--- src/rtl/game_pkg.sv ---
// Shared game-side types and screen constants for the meteor spawn path.
// Used by meteor_spawn_scheduler and other random-placement blocks.
package game_pkg;

    typedef enum logic [1:0] {
        IDLE   = 2'd0,
        WAIT   = 2'd1,
        SEARCH = 2'd2,
        ISSUE  = 2'd3
    } state_e;

    localparam int unsigned SCREEN_W      = 640;
    localparam int unsigned METEOR_W      = 32;
    localparam int unsigned X_MAX         = SCREEN_W - METEOR_W - 1;
    localparam int unsigned X_W           = 10;
    localparam int unsigned LFSR_W        = 10;
    localparam int unsigned DEF_NUM_SLOTS = 8;
    localparam int unsigned SLOT_W        = $clog2(DEF_NUM_SLOTS);

    typedef logic [SLOT_W-1:0] slot_idx_t;

    // Fold a raw LFSR value into 0..X_MAX so a meteor never starts off-screen.
    function automatic logic [X_W-1:0] fold_x(input logic [LFSR_W-1:0] v);
        if (32'(v) > X_MAX) begin
            return X_W'(v - 10'd512);
        end
        return X_W'(v);
    endfunction

endpackage

--- src/rtl/lfsr10.sv ---
// 10-bit Fibonacci LFSR (taps 10,7), advances every clock; seed loaded on reset.
module lfsr10 (
    input  logic       Clk,
    input  logic       Reset,
    input  logic [9:0] seed,
    output logic [9:0] out
);

    logic [9:0] lfsr_q;
    logic [9:0] lfsr_d;

    always_comb begin
        lfsr_d = {lfsr_q[8:0], lfsr_q[9] ^ lfsr_q[6]};
    end

    always_ff @(posedge Clk) begin
        if (Reset) begin
            lfsr_q <= seed;
        end else begin
            lfsr_q <= lfsr_d;
        end
    end

    assign out = lfsr_q;

endmodule

--- src/rtl/meteor_spawn_scheduler.sv ---
// Meteor spawn scheduler: interval timer, round-robin free-slot search, valid/ready command.
// Optional difficulty ramp of the spawn interval enabled by METEOR_DIFFICULTY_RAMP_EN.
module meteor_spawn_scheduler
    import game_pkg::*;
#(
    parameter int unsigned NUM_SLOTS      = 8,
    parameter int unsigned SPAWN_INTERVAL = 60,
    parameter int unsigned MIN_INTERVAL   = 15,
    parameter logic [9:0]  LFSR_SEED      = 10'h2A5
) (
    input  logic                         Clk,
    input  logic                         Reset,
    input  logic                         frame_tick,
    input  logic                         game_active,
    input  logic [NUM_SLOTS-1:0]         slot_busy,
    input  logic                         spawn_ready,
    output logic                         spawn_valid,
    output logic [$clog2(NUM_SLOTS)-1:0] spawn_slot,
    output logic [9:0]                   spawn_x,
    output logic [7:0]                   spawn_count
);

    localparam int unsigned SW     = $clog2(NUM_SLOTS);
    localparam int unsigned CNT_W  = 8;
    localparam int unsigned PCNT_W = SW + 1;

    if (NUM_SLOTS < 2 || NUM_SLOTS > 16 || (NUM_SLOTS & (NUM_SLOTS - 1)) != 0) begin : g_bad_slots
        $error("meteor_spawn_scheduler: NUM_SLOTS must be a power of two in 2..16");
    end
    if (SPAWN_INTERVAL < 1 || SPAWN_INTERVAL > 255 || MIN_INTERVAL < 1 || MIN_INTERVAL > 255) begin : g_bad_interval
        $error("meteor_spawn_scheduler: intervals must be in 1..255");
    end

    state_e            state_q, state_d;
    logic [CNT_W-1:0]  frame_q, frame_d;
    logic [CNT_W-1:0]  interval_c;
    logic [SW-1:0]     ptr_q, ptr_d;
    logic [SW-1:0]     probe_q, probe_d;
    logic [PCNT_W-1:0] tries_q, tries_d;
    logic [SW-1:0]     slot_q, slot_d;
    logic [9:0]        x_q, x_d;
    logic              valid_q, valid_d;
    logic [7:0]        count_q, count_d;
    logic [9:0]        lfsr_c;
    logic              start_c;
    logic              accept_c;

    lfsr10 u_lfsr (
        .Clk   (Clk),
        .Reset (Reset),
        .seed  (LFSR_SEED),
        .out   (lfsr_c)
    );

    assign start_c  = (state_q == IDLE) && game_active;
    assign accept_c = (state_q == ISSUE) && game_active && spawn_ready;

`ifdef METEOR_DIFFICULTY_RAMP_EN
    logic [CNT_W-1:0] interval_q, interval_d;

    // Shorten the interval once per 16 accepted spawns, floored at MIN_INTERVAL.
    always_comb begin
        interval_d = interval_q;
        if (start_c) begin
            interval_d = CNT_W'(SPAWN_INTERVAL);
        end else if (accept_c && count_q != 8'hFF && count_q[3:0] == 4'hF
                     && interval_q > CNT_W'(MIN_INTERVAL)) begin
            interval_d = CNT_W'(interval_q - 8'd1);
        end
    end

    always_ff @(posedge Clk) begin
        if (Reset) begin
            interval_q <= CNT_W'(SPAWN_INTERVAL);
        end else begin
            interval_q <= interval_d;
        end
    end

    assign interval_c = interval_q;
`else
    assign interval_c = CNT_W'(SPAWN_INTERVAL);
`endif

    always_comb begin
        state_d = state_q;
        frame_d = frame_q;
        ptr_d   = ptr_q;
        probe_d = probe_q;
        tries_d = tries_q;
        slot_d  = slot_q;
        x_d     = x_q;
        valid_d = valid_q;
        count_d = count_q;

        // Losing game_active abandons whatever is in flight.
        if (!game_active) begin
            state_d = IDLE;
            valid_d = 1'b0;
        end else begin
            case (state_q)
                IDLE: begin
                    state_d = WAIT;
                    frame_d = '0;
                    ptr_d   = '0;
                    count_d = '0;
                end
                WAIT: begin
                    if (frame_tick) begin
                        if (frame_q == CNT_W'(interval_c - 8'd1)) begin
                            frame_d = '0;
                            probe_d = ptr_q;
                            tries_d = '0;
                            state_d = SEARCH;
                        end else begin
                            frame_d = CNT_W'(frame_q + 8'd1);
                        end
                    end
                end
                SEARCH: begin
                    if (!slot_busy[probe_q]) begin
                        slot_d  = probe_q;
                        x_d     = fold_x(lfsr_c);
                        valid_d = 1'b1;
                        state_d = ISSUE;
                    end else begin
                        probe_d = SW'(probe_q + 1'b1);
                        tries_d = PCNT_W'(tries_q + 1'b1);
                        if (tries_q == PCNT_W'(NUM_SLOTS - 1)) begin
                            state_d = WAIT;
                        end
                    end
                end
                ISSUE: begin
                    if (spawn_ready) begin
                        valid_d = 1'b0;
                        ptr_d   = SW'(slot_q + 1'b1);
                        if (count_q != 8'hFF) begin
                            count_d = 8'(count_q + 8'd1);
                        end
                        state_d = WAIT;
                    end
                end
                default: begin
                    state_d = IDLE;
                    valid_d = 1'b0;
                end
            endcase
        end
    end

    always_ff @(posedge Clk) begin
        if (Reset) begin
            state_q <= IDLE;
            frame_q <= '0;
            ptr_q   <= '0;
            probe_q <= '0;
            tries_q <= '0;
            slot_q  <= '0;
            x_q     <= '0;
            valid_q <= 1'b0;
            count_q <= '0;
        end else begin
            state_q <= state_d;
            frame_q <= frame_d;
            ptr_q   <= ptr_d;
            probe_q <= probe_d;
            tries_q <= tries_d;
            slot_q  <= slot_d;
            x_q     <= x_d;
            valid_q <= valid_d;
            count_q <= count_d;
        end
    end

    assign spawn_valid = valid_q;
    assign spawn_slot  = slot_q;
    assign spawn_x     = x_q;
    assign spawn_count = count_q;

endmodule

--- config.mk ---
export PLATFORM = sky130hd
export DESIGN_NAME = meteor_spawn_scheduler
export DESIGN_NICKNAME = d
export VERILOG_FILES = /design/src/rtl/game_pkg.sv /design/src/rtl/lfsr10.sv /design/src/rtl/meteor_spawn_scheduler.sv
export SDC_FILE = /design/constraint.sdc
export NUM_CORES = 1
export LEC_CHECK = 0
export CAP_MARGIN = 40
export CORE_AREA = 4 4 101 84
export CTS_CLUSTER_DIAMETER = 60
export DETAILED_ROUTE_END_ITERATION = 8
export DIE_AREA = 0 0 105 88
export GPL_ROUTABILITY_DRIVEN = 0
export PLACE_DENSITY = 0.54
export SLEW_MARGIN = 0
export SYNTH_ARGS = -nofsm -noshare
export SYNTH_HDL_FRONTEND = slang
export SYNTH_HIERARCHICAL = 1
export SYNTH_SLANG_ARGS = --single-unit
--- constraint.sdc ---
create_clock -name Clk -period 2.1 [get_ports Clk]
set_clock_uncertainty 0.1 [all_clocks]
set_input_delay 0.42 -clock Clk [delete_from_list [all_inputs] [get_ports Clk]]
set_output_delay 0.42 -clock Clk [all_outputs]
set_load 0.01 [all_outputs]
# After elaboration in Yosys (flattened, before gate mapping)
# Cells that the tools add are included.
# word_totals
in_bits	13
register_bits	52
elab_cells	80
out_inout_bits	22
# classes
add_sub_neg	6
reduce_logical	13
n_mux	33
eq_ne	13
bitwise	3
order_cmp	2
# ops
op	n
$mux W8	4
$pmux W8 S2	2
$mux W10	2
$add A8 B1 Y8 const B	2
$mux W3	4
$mux W4	3
$pmux W3 S2	2
$reduce_and A3 Y1	4
$gt A10 B10 Y1 const B	1
$mux W2	5
$ne A2 B2 Y1 const B	5
$sub A10 B10 Y10 const B	1
$eq A8 B6 Y1 const B	1
$ne A8 B8 Y1 const B	1
$pmux W2 S4	1
$pmux W4 S2	1
$reduce_and A4 Y1	2
$reduce_bool A2 Y1	4
$mux W1	7
$add A3 B1 Y3 const B	2
$reduce_and A5 Y1	1
$add A4 B1 Y4 const B	1
$eq A2 B2 Y1 const B	2
$eq A4 B3 Y1 const B	1
10 further kinds	11

# Logic depth before layout (Yosys ltp)
# logic_depth
word_depth	6
mapped_depth	8
mapped_depth_nobuf	7

# Cells and area by module
# Netlist, hierarchy kept.
# by_module_without_submodules
module	seq_area_each_um2	n_inst	cells_each	area_per_inst_um2
meteor_spawn_scheduler	840.8	1	245	2192.1
lfsr10	200.2	1	23	360.3

# Worst setup path after synthesis
# Ideal clock, no wire load.
# synth_timing
kind	register -> register
start	register probe_q[0]
end	register slot_q[1], in the netlist spawn_slot[1]
setup_time_ns	0.128
path_buffers	2
arrival_time_ns	1.731
path_stages_with_launch	8
period_less_slack_ns	1.959
required_ns	1.872
path_slack_ns	0.141
path_cell_list	dfxtp_1 buf_6 mux2_4 a2bb2oi_4 a211oi_4 buf_8 mux2i_1 nor2_1
# synth_via
elab_chain_len	4
# synth_lines
element	line_no	source
from (decl)	meteor_spawn_scheduler.sv:38	logic [SW-1:0] probe_q, probe_d;
from (signal assigned)	meteor_spawn_scheduler.sv:167	probe_q <= probe_d;
$bmux W1 S3	meteor_spawn_scheduler.sv:121	if (!slot_busy[probe_q]) begin
$mux W1 (implied by the code)	meteor_spawn_scheduler.sv:121	
$not A1 Y1 (no source line)	--	
$reduce_and A3 Y1 (no source line)	--	
to (signal assigned)	meteor_spawn_scheduler.sv:169	slot_q <= slot_d;
to (decl)	meteor_spawn_scheduler.sv:40	logic [SW-1:0] slot_q, slot_d;
# No other way between the ends. The select of a mux whose other input is x is not followed.
# A chain may end at the register's enable or synchronous reset.

# Worst setup path in the final report
# layout_timing
start	register frame_q[0]
end	register tries_q[3]
# layout_via
elab_chain_len	3
# layout_lines
element	line_no	source
from (decl)	meteor_spawn_scheduler.sv:35	logic [CNT_W-1:0] frame_q, frame_d;
from (signal assigned)	meteor_spawn_scheduler.sv:165	frame_q <= frame_d;
$eq A8 B6 Y1	meteor_spawn_scheduler.sv:110	if (frame_q == CNT_W'(interval_c - 8'd1)) begin
$ne A2 B2 Y1 (no source line)	--	
$reduce_and A5 Y1 (no source line)	--	
to (signal assigned)	meteor_spawn_scheduler.sv:168	tries_q <= tries_d;
to (decl)	meteor_spawn_scheduler.sv:39	logic [PCNT_W-1:0] tries_q, tries_d;
# No other way between the ends.

==> implementation parameters <==
Parameter                              Value

Placed design
  DP Cell Count    414
  PortBufs    34
  Detailed placement HPWL    3950 um
  Post-place setup slack    -0.197 ns
  Area of placed instances    0.00317 mm2

Worst hold path
  Endpoint with the worst hold slack    ptr_q[1]
  Number of stages on the worst hold path    2
  Launch instance of the worst min-delay path    ptr_q[1]
  Worst min-delay path category    flop to flop

Power and ir drop
  Cell-internal power    1.37 mW
  Switching pwr    0.473 mW
  Part of the total power dissipated in combinational logic    10.4%
  Peak ir drop on the vdd network    0.298 mV
  Final Power    1.84 mW
  Static leakage    1.23 nW
  P per Cell Area    559 mW/mm2
  Clock Power Share    33.4%
  Sequential power share    56.2%
  Switching share of power    25.7%

Final layout
  Share of post-route cells with drive strength above 1    16.9%
  Final antenna diode count    0
  Final standard cell area without fillers    0.00329 mm2
  Core utilization of the finished layout    44.7%
  Filler cell count    734
  Layout-stage area growth over the synthesis result    28.8%
  Final nets    354
  Commonest non-fill, non-tap cell in the layout    dfxtp_1
  Final Instance Count excl. Fillers    422
  Most used cells in the layout excluding fill and tap cells    dfxtp_1, clkdlybuf4s50_1, nor2_1

Critical path
  Cell with the largest stage delay on the worst path    or4_1
  Length in cells of the worst reg-to-reg path    6
  Chain of cells forming the critical path    ha_1 > and4_1 > a31oi_1 > or2_4 > or4_1 > a31oi_1
  Crit Path Max Fanout    6
  Setup Crit Path Kind    flop to flop
  Reg-to-Reg End    tries_q[3]
  Delay of the slowest critical-path stage    0.50 ns
  Register-to-register setup slack    0.12 ns
  Arrival time of the worst setup path    2.12 ns
  Crit. End Element    flop
  Launch point of the worst reg-to-reg path    frame_q[0]
  Worst Setup Start Kind    flop
  Cell repeated most along the worst path    a31oi_1
  Required time worst endpoint    2.23 ns

Routing
  Length of the first detailed-routing pass in iterations    4
  Via count of the routed design    2,045
  Residual DRC count    0
  Vias per cell    4.85
  Remaining number of nets flagged by the antenna check after routing    0
  Aggregate routed wire length    5430 um
  Number of DRC markers in iteration 0    87
  Routed wire per std cell    12.9 um

Yosys
  Post-synth top flop    dfxtp_1
  Sequential fraction of the synthesis area    40.8%
  Simple logic cell fraction of the synthesized area    20.3%
  Compound-cell area share of the yosys netlist    13.0%
  Warning count from the yosys run    6
  Number of distinct standard cells referenced by the synthesized netlist    50
  Average footprint of a synthesized cell    9.52 um2
  Synthesized netlist cell count    268
  Synthesized area    0.00255 mm2
  Multiplexer share of the synthesized area    12.5%
  Synthesis-stage register bit count    52
  Synth async-reset ratio    0%
  Synthesized-area fraction occupied by adder cells    4.90%
  Dominant combinational cell family by area after synthesis    simple AND/OR/NAND/NOR gates
  XOR/XNOR share of the synthesized area    4.80%
  EDFF count, synth    0

Global routing
  Global Route met1 Usage    17.8%
  Overflow after GRT    0
  Wire length of the first global-routing pass    9360 um
  Layer carrying the most global-route usage    met2
  Initial antenna violation count    0
  Global-route usage over all layers    12.3%
  Met2 GRT Util    18.1%
  Pin count of the biggest net entering global routing    23
  Global routing met3 resource utilization    3.17%
  Via count of the first global-routing pass    1,964

Clocking
  Depth of the CTS H-tree    2
  Clock tree root driver cell    clkbuf_8
  TritonCTS clock tree    built
  Clock sinks    52
  Clock transition at path regs    0.10 ns
  Number of CTS-inserted buffers    5
  Maximum clock path buffer count    2
  Clock network latency to the later pin of the worst-skew pair    0.30 ns

STA
  Pins over their slew limit    0
  Clock period minus worst slack    1.98 ns
  RSZ-0062 raised after global routing    false
  Final cycle utilization of the critical path    94.4%
  Post-route setup slack    0.117 ns
  Highest attainable clock frequency    504 MHz
  Hold violation total from the final report    0
  Aggregate negative setup slack    0 ns
  Worst hold slack after final layout    0.371 ns
  Final setup violation count    0

Floorplanning
  Die H    88 um
  Number of placement rows    28
  Initial Util    34.7%
  Die extent in x    105 um
  Number of top-level pins    35
  DIE AREA    0.00924 mm2
  Placeable core region    0.00736 mm2

Flow run
  Number of max-cap violations    0

Status
  Status    finished clean
final cells by class:
type / count / area, um2 / area share [%]
Clock buffer: 5 / 68.8 / 2.09
Clock inverter: 3 / 27.5 / 0.837
Inverter: 6 / 22.5 / 0.685
Multi-Input combinational cell: 208 / 1460 / 44.5
Sequential cell: 52 / 1050 / 31.9
Tap cell: 90 / 113 / 3.43
Timing Repair Buffer: 58 / 546 / 16.6
cells in the mapped netlist, types with 5 or more instances:
| library cell | n | share of area (%) |
|---|---|---|
| xor2_1 | 8 | 2.7 |
| nand4_1 | 10 | 2.5 |
| nor2_1 | 32 | 4.7 |
| mux2_4 | 9 | 5.3 |
| o21ai_0 | 10 | 2.0 |
| ha_1 | 10 | 4.9 |
| xnor2_1 | 6 | 2.1 |
| a31oi_1 | 5 | 1.2 |
| inv_1 | 5 | 0.74 |
| and2_1 | 5 | 1.2 |
| nor3_1 | 5 | 0.98 |
| mux2i_1 | 16 | 6.3 |
| nand3_1 | 6 | 1.2 |
| nand2_1 | 19 | 2.8 |
| clkbuf_1 | 5 | 0.74 |
| a21oi_1 | 13 | 2.5 |
| nor2b_1 | 5 | 1.2 |
| dfxtp_1 | 52 | 41 |
timing repair:
action                     in CTS  in global routing
setup endpoints to repair       0                  5
setup buffers                   0                  0
gates resized for setup         0                  8
hold buffers                    0                  0
critical path: cells and delay by family, from the launching register on:
| family | cells | cell delay (ns) |
|---|---|---|
| fa+ha+maj | 1 | 0.16 |
| flops | 1 | 0.36 |
| simple gates | 3 | 1.01 |
| compound gates | 2 | 0.28 |
registers in the layout (all words and copies together) (netlist names):
name         count
state_q          2
frame_q          8
spawn_slot       3
spawn_x         10
spawn_count      8
spawn_valid      1
probe_q          3
u_lfsr/out      10
ptr_q            3
tries_q          4
cells by family (layout without fill, tap and decap cells):
group	Yosys count	in the layout
flops	52	52
simple gates	102	102
fa+ha+maj	10	10
mux	27	27
buf+inv	16	72
other cells	2	10
xor+xnor	14	14
compound gates	45	45
worst max path at each step:
stage	cells after the start	to	slack [ns]	startpoint
after floorplan	7	spawn_slot[1]	0.14	probe_q[0]
after global placement	6	tries_q[3]	-0.15	slot_busy[6]
after detailed placement	6	tries_q[3]	-0.20	slot_busy[6]
after CTS	6	tries_q[3]	0.004	frame_q[0]
after global routing	6	tries_q[3]	0.003	frame_q[0]
final	6	tries_q[3]	0.12	frame_q[0]
power by group through the flow:
stage               sequential (mW)  combinational [mW]  clock [mW]
CTS                            1.03               0.192       0.641
global route                   1.04               0.211       0.682
detailed placement             1.06               0.191           0
floorplan                      1.05               0.114           0
global placement               1.06               0.190           0
finish                         1.03               0.192       0.614
layer usage:
layer	up-vias	share of wire (%)
met5	-	0
met4	0	0.74
met3	2	3.5
met2	28	42
met1	948	53
li1	1067	-
No activity file was read; power rests on OpenSTA's default activity.
